$ cat src/rtl/frame_arbiter.sv
// rtl/frame_arbiter.sv - two-source whole-frame round-robin arbiter onto one byte sink
module frame_arbiter #(
    parameter int FRAME_LEN = 20,
    parameter int TIMEOUT   = 1024
) (
    input  logic       clk,
    input  logic       rst_n,
    input  logic       Avail0,
    input  logic       Avail1,
    input  logic [7:0] DataVal0,
    input  logic [7:0] DataVal1,
    input  logic       DataReady0,
    input  logic       DataReady1,
    output logic       DataNext0,
    output logic       DataNext1,
    output logic [7:0] OutVal,
    output logic       OutReady,
    input  logic       OutNext,
    output logic [1:0] Grant,
    output logic       Abort
);

    typedef enum logic {
        S_IDLE   = 1'b0,
        S_ACTIVE = 1'b1
    } state_t;

    localparam logic [7:0]  C_FRAME_LEN = 8'(FRAME_LEN);
    localparam logic [15:0] C_TMO_LAST  = 16'(TIMEOUT - 1);

    state_t      r_state;
    logic        r_pend;
    logic        r_outst;
    logic [7:0]  r_count;
    logic [15:0] r_timer;
    logic        r_last;
    logic [1:0]  r_grant;
    logic        r_next0;
    logic        r_next1;
    logic [7:0]  r_out_val;
    logic        r_out_ready;
    logic        r_abort;

    state_t      w_state_nxt;
    logic        w_pend_nxt;
    logic        w_outst_nxt;
    logic [7:0]  w_count_nxt;
    logic [15:0] w_timer_nxt;
    logic        w_last_nxt;
    logic [1:0]  w_grant_nxt;
    logic        w_next0_nxt;
    logic        w_next1_nxt;
    logic [7:0]  w_out_val_nxt;
    logic        w_out_ready_nxt;
    logic        w_abort_nxt;
    logic        w_sel;

    // Granted source index and its handshake lines; grant is one-hot so bit 1 names it.
    logic        w_g;
    logic        w_ready_g;
    logic [7:0]  w_val_g;
    logic        w_pend_eff;
    logic [7:0]  w_count_inc;

    assign w_g         = r_grant[1];
    assign w_ready_g   = w_g ? DataReady1 : DataReady0;
    assign w_val_g     = w_g ? DataVal1 : DataVal0;
    // A request arriving this cycle is merged with any held one, so it can be forwarded at once.
    assign w_pend_eff  = r_pend | OutNext;
    assign w_count_inc = r_count + 8'd1;

    assign DataNext0 = r_next0;
    assign DataNext1 = r_next1;
    assign OutVal    = r_out_val;
    assign OutReady  = r_out_ready;
    assign Grant     = r_grant;
    assign Abort     = r_abort;

    // State register: every control and output register updates from the next-state logic.
    always_ff @(posedge clk or negedge rst_n) begin
        if (!rst_n) begin
            r_state     <= S_IDLE;
            r_pend      <= 1'b0;
            r_outst     <= 1'b0;
            r_count     <= 8'd0;
            r_timer     <= 16'd0;
            r_last      <= 1'b1;
            r_grant     <= 2'b00;
            r_next0     <= 1'b0;
            r_next1     <= 1'b0;
            r_out_val   <= 8'd0;
            r_out_ready <= 1'b0;
            r_abort     <= 1'b0;
        end else begin
            r_state     <= w_state_nxt;
            r_pend      <= w_pend_nxt;
            r_outst     <= w_outst_nxt;
            r_count     <= w_count_nxt;
            r_timer     <= w_timer_nxt;
            r_last      <= w_last_nxt;
            r_grant     <= w_grant_nxt;
            r_next0     <= w_next0_nxt;
            r_next1     <= w_next1_nxt;
            r_out_val   <= w_out_val_nxt;
            r_out_ready <= w_out_ready_nxt;
            r_abort     <= w_abort_nxt;
        end
    end

    // Next-state logic: grant selection, request forwarding, byte return, frame end and watchdog.
    always_comb begin
        w_state_nxt     = r_state;
        w_pend_nxt      = w_pend_eff;
        w_outst_nxt     = r_outst;
        w_count_nxt     = r_count;
        w_timer_nxt     = r_timer;
        w_last_nxt      = r_last;
        w_grant_nxt     = r_grant;
        w_next0_nxt     = 1'b0;
        w_next1_nxt     = 1'b0;
        w_out_val_nxt   = r_out_val;
        w_out_ready_nxt = 1'b0;
        w_abort_nxt     = 1'b0;
        w_sel           = 1'b0;

        case (r_state)
            S_IDLE: begin
                if (Avail0 | Avail1) begin
                    // On a tie the source that did not hold the last frame wins.
                    w_sel       = (Avail0 & Avail1) ? ~r_last : Avail1;
                    w_grant_nxt = w_sel ? 2'b10 : 2'b01;
                    w_count_nxt = 8'd0;
                    w_timer_nxt = 16'd0;
                    w_state_nxt = S_ACTIVE;
                end
            end
            S_ACTIVE: begin
                if (r_outst) begin
                    if (w_ready_g) begin
                        w_out_val_nxt   = w_val_g;
                        w_out_ready_nxt = 1'b1;
                        w_outst_nxt     = 1'b0;
                        w_count_nxt     = w_count_inc;
                        if (w_count_inc == C_FRAME_LEN) begin
                            w_last_nxt  = w_g;
                            w_grant_nxt = 2'b00;
                            w_state_nxt = S_IDLE;
                        end
                    end else if (r_timer == C_TMO_LAST) begin
                        // Source stalled: drop the grant but keep any held sink request.
                        w_abort_nxt = 1'b1;
                        w_outst_nxt = 1'b0;
                        w_last_nxt  = w_g;
                        w_grant_nxt = 2'b00;
                        w_state_nxt = S_IDLE;
                    end else begin
                        w_timer_nxt = r_timer + 16'd1;
                    end
                end else if (w_pend_eff) begin
                    w_next0_nxt = ~w_g;
                    w_next1_nxt = w_g;
                    w_pend_nxt  = 1'b0;
                    w_outst_nxt = 1'b1;
                    w_timer_nxt = 16'd0;
                end
            end
            default: begin
                w_state_nxt = S_IDLE;
            end
        endcase
    end

endmodule

$ cat config.mk
export PLATFORM = sky130hd
export DESIGN_NAME = frame_arbiter
export DESIGN_NICKNAME = d
export VERILOG_FILES = /design/src/rtl/frame_arbiter.sv
export SDC_FILE = /design/constraint.sdc
export NUM_CORES = 1
export LEC_CHECK = 0
export ABC_AREA = 1
export ABC_CLOCK_PERIOD_IN_PS = 1300
export BUFFER_PORTS_ARGS = -buffer_cell sky130_fd_sc_hd__clkbuf_2
export CAP_MARGIN = 20
export CORE_ASPECT_RATIO = 1.75
export CORE_UTILIZATION = 51
export DETAILED_ROUTE_END_ITERATION = 12
export GPL_TIMING_DRIVEN = 0
export MAX_ROUTING_LAYER = met4
export PLACE_DENSITY = 0.73
export SLEW_MARGIN = 5
export SYNTH_ARGS = -nofsm -noshare
export SYNTH_HDL_FRONTEND = slang
export SYNTH_SLANG_ARGS = --single-unit
$ cat constraint.sdc
create_clock -name clk -period 1.3 [get_ports clk]
set_input_delay 0.13 -clock clk [delete_from_list [all_inputs] [get_ports clk]]
set_output_delay 0.13 -clock clk [all_outputs]
set_load 0.02 [all_outputs]
==> impl_metrics.csv <==
group,metric,value,unit
drt,route.met2.wl,3550,um
floorplan,die_area,0.00511,sq mm
floorplan,floorplan.initialDensity,52.6,%
global_routing,grt_usage,26.6,%
clock_tree,tritoncts,"yes",
critical_path,reg2reg_slack,-220,ps
critical_path,worst_setup_path_end_kind,"flop",
layout,postLayoutCoreUtil,70.7,%
critical_path,crit_top_cell,"nand3_2",
timing,worstMarginPinSlew,340,ps
layout,area_growth,34.4,%
drt,drc,0,
synthesis,syn-cell-area,0.00245,sq mm
critical_path,startpoint,"r_timer[1]$_DFFE_PN0P_",
timing,grt_setup_unrepaired,"true",
global_routing,grt_pass1_wl,9580,um
synthesis,synth_cell_types,36,
worst_hold_path,hp-start,"DataVal1[6]",
timing,setup_viol,32,
global_routing,grt_overflow,0,
drt,wl_per_cell,14.1,um
synthesis,syn_inst,320,
critical_path,critical-path-slowest-cell,"dfrtp_1",
floorplan,io-pin-count,37,
drt,top_layer_used,"met4",
timing,maxSlewViolCount,0,
timing,fin_crit_sh,117,%
clock_tree,clock_sinks,42,
pwr,ir_worst_vdd,1340,uV
synthesis,yosysTopAreaCell,"dfrtp_1",
critical_path,reg2reg_from,"r_timer[1]$_DFFE_PN0P_",
layout,antenna_cells,0,
timing,layout_min_cycle_time,1520,ps
clock_tree,path_clk_slew,80,ps
floorplan,rows,33,
critical_path,path_cells,"ha_2 -> nand3_2 -> inv_2 -> nand2_4 -> clkinv_4 -> nand3_4 -> nand2_8 -> inv_6 -> clkbuf_16 -> nand3_2 -> nand2_1",
timing,whs,60.1,ps
drt,avgViaCountPerCell,5.32,
global_routing,antenna_found_initial,0,
layout,ff_latch_area,0.00106,sq mm
pwr,power_leakage,1.56,nW
timing,relSlewSlack,77.3,%
synthesis,synth.most_common_cell,"nand2_1",
status,violations,"negative setup slack",
synthesis,netlist_top_cells_area,"dfrtp_1, nand2_1, nor2_1",
pwr,internal-power,3.90,mW
critical_path,required,1500,ps
critical_path,path_class,"flop to flop",
synthesis,synth_top_area_share,41.8,%
layout,drive_above_1_share,39.2,%
timing,max_freq,656,MHz
global_routing,grt_max_degree,43,
drt,drt_iter0_drc,76,
timing,hold_viol,0,
drt,firstDrtPassIters,4,
placed_design,hpwl,4100,um
drt,routed_wl,6270,um
synthesis,synth-seq-cells,42,
synthesis,syn-num-nets,346,
critical_path,critical_path_arrival,1720,ps
placed_design,routabilityCongestion,0.872,
timing,skew,12.8,ps
pwr,p_clk_share,12.8,%
synthesis,ys_warn_count,0,
layout,multiInputGateArea,0.00136,sq mm
drt,final_antenna_net_count,0,
clock_tree,clk_path_buf_depth,2,
critical_path,cp_max_fo,5,
global_routing,grt_pass1_vias,2159,
clock_tree,cts-htree-levels,2,
synthesis,async_flop_share,100,%
worst_hold_path,hold_path.class,"input port to flop",
status,status,"finished, violations left",
layout,n_fill_cell,372,
job,drv_cap,0,
synthesis,synth.avg_cell_area,7.67,sq um
drt,wl_met3,226,um
floorplan,chipWidth,54.4,um
clock_tree,root_buffer,"clkbuf_8",
pwr,p_sw_share,43.3,%
critical_path,critPathLaunchType,"flop",
floorplan,die_h,93.8,um
clock_tree,cts_buffers,5,
pwr,power_frac_seq,29.5,%
synthesis,synthTopCellsByCount,"nand2_1, nor2_1, dfrtp_1",
floorplan,core,0.00467,sq mm
pwr,combPwrFrac,57.7,%
drt,vias,2367,
placed_design,numPortBuffers,36,
timing,fin_ws,-225,ps
synthesis,yosysSeqAreaShare,42.9,%
drt,wl_met1,2320,um
critical_path,slowest_delay,370,ps
synthesis,synth_edf_count,0,
clock_tree,clk_latency,300,ps
pwr,powerDensity,2090,mW/mm^2
layout,fin_nets,418,
synthesis,synth_ff_type,"dfrtp_1",
pwr,power.switching,2.98,mW
[path summary, 6_finish.rpt]
kind	end	cells past startpoint
max	r_timer[14]$_DFFE_PN0P_	11
min	OutVal[6]$_DFFE_PN0P_	3
max reg2reg	r_timer[14]$_DFFE_PN0P_	11
min reg2reg	r_last$_DFFE_PN1P_	2
max in group asynchronous	r_last$_DFFE_PN1P_	3
min in group asynchronous	r_timer[3]$_DFFE_PN0P_	2
[layout make-up]
type / count / share of cell area [%]
multi-input combinational: 241 / 41.2
sequential: 42 / 32.2
timing repair buffer: 65 / 14.8
inverter: 28 / 3.64
buffer: 9 / 3.41
clock buffer: 7 / 2.62
tap: 52 / 1.97
clock inverter: 1 / 0.152
[critical path, delay by kind of cell (launching register included)]
kind	cells	cell delay, ps
and+or+nand+nor	6	470
DFF	1	370
buffers and inverters	4	360
adders and majority gates	1	220
[cell usage in the layout, fill, tap and decap left out, types with 2 or more instances in the layout]
master	synthesis	final
clkbuf_2	0	37
nand3_1	16	13
buf_4	2	19
o22ai_1	2	2
nand3_4	1	2
a21oi_1	4	3
nor3b_1	3	2
nor2_4	2	4
xor2_1	6	6
o21bai_1	2	2
buf_8	0	4
a31oi_1	8	8
inv_1	21	19
nand2_2	7	14
nor3_1	2	2
nand2_4	1	2
o21ai_1	8	13
o21ai_2	3	5
o21ai_0	11	4
clkbuf_8	0	6
inv_4	1	2
buf_16	0	2
dfrtp_1	41	34
dfrtp_2	0	7
nand4_1	8	8
nor2_1	44	29
buf_6	2	7
nor2_2	2	15
nand3_2	7	9
nand2_1	97	88
inv_2	4	5
buf_12	1	2
[layer usage]
metal | track usage (%) | vias up
met3 | 3.07 | 15
met5 | - | -
met2 | 48.2 | 64
li1 | - | 1179
met1 | 27.8 | 1109
met4 | 9.83 | 0
[cells by family (layout without fill, tap and decap cells)]
| logic type | after synthesis | in the layout | share of synthesized area, % |
|---|---|---|---|
| adders and majority gates | 3 | 3 | 1.53 |
| and+or+nand+nor | 191 | 191 | 35.7 |
| xor gates and xnor gates | 6 | 6 | 2.14 |
| AOI/OAI and AO/OA | 41 | 41 | 10.2 |
| buffers and inverters | 37 | 110 | 7.59 |
| DFF | 42 | 42 | 42.9 |
[stage by stage]
stage	area [sq um]	instances	worst slack [ps]	total power, mW	TNS (ps)
after floorplan	2480	320	-142	3.92	-1830
after global placement	2730	408	-281	4.60	-6920
after detailed placement	2730	408	-298	4.66	-7940
after CTS	3100	437	-207	6.30	-4180
after global routing	3300	445	-310	7.31	-6720
final	3300	445	-225	6.88	-4240
[power groups by stage]
stage | Combinational [mW] | Clock [mW] | Sequential, mW
after floorplan | 1.72 | 0 | 2.20
after global placement | 2.59 | 0 | 2.01
after detailed placement | 2.64 | 0 | 2.02
after CTS | 3.43 | 0.884 | 1.99
after global routing | 4.28 | 0.949 | 2.07
final | 3.97 | 0.883 | 2.03
[state kept, by name, summed over array words and instances, names as in the netlist]
name and cells:
r_outst 1, OutVal 8, r_last 1, DataNext1 1, r_count 8, r_pend 1
r_timer 16, Grant 2, Abort 1, r_state 1, DataNext0 1, OutReady 1
[timing repair]
item	CTS	global route
gates resized for setup	29	41
hold buffers	0	1
pin swaps	7	18
setup buffers	19	6
setup endpoints to repair	37	38
cloned	2	1
hold endpoints to repair	0	11
Power figures use the tool's default switching activity.
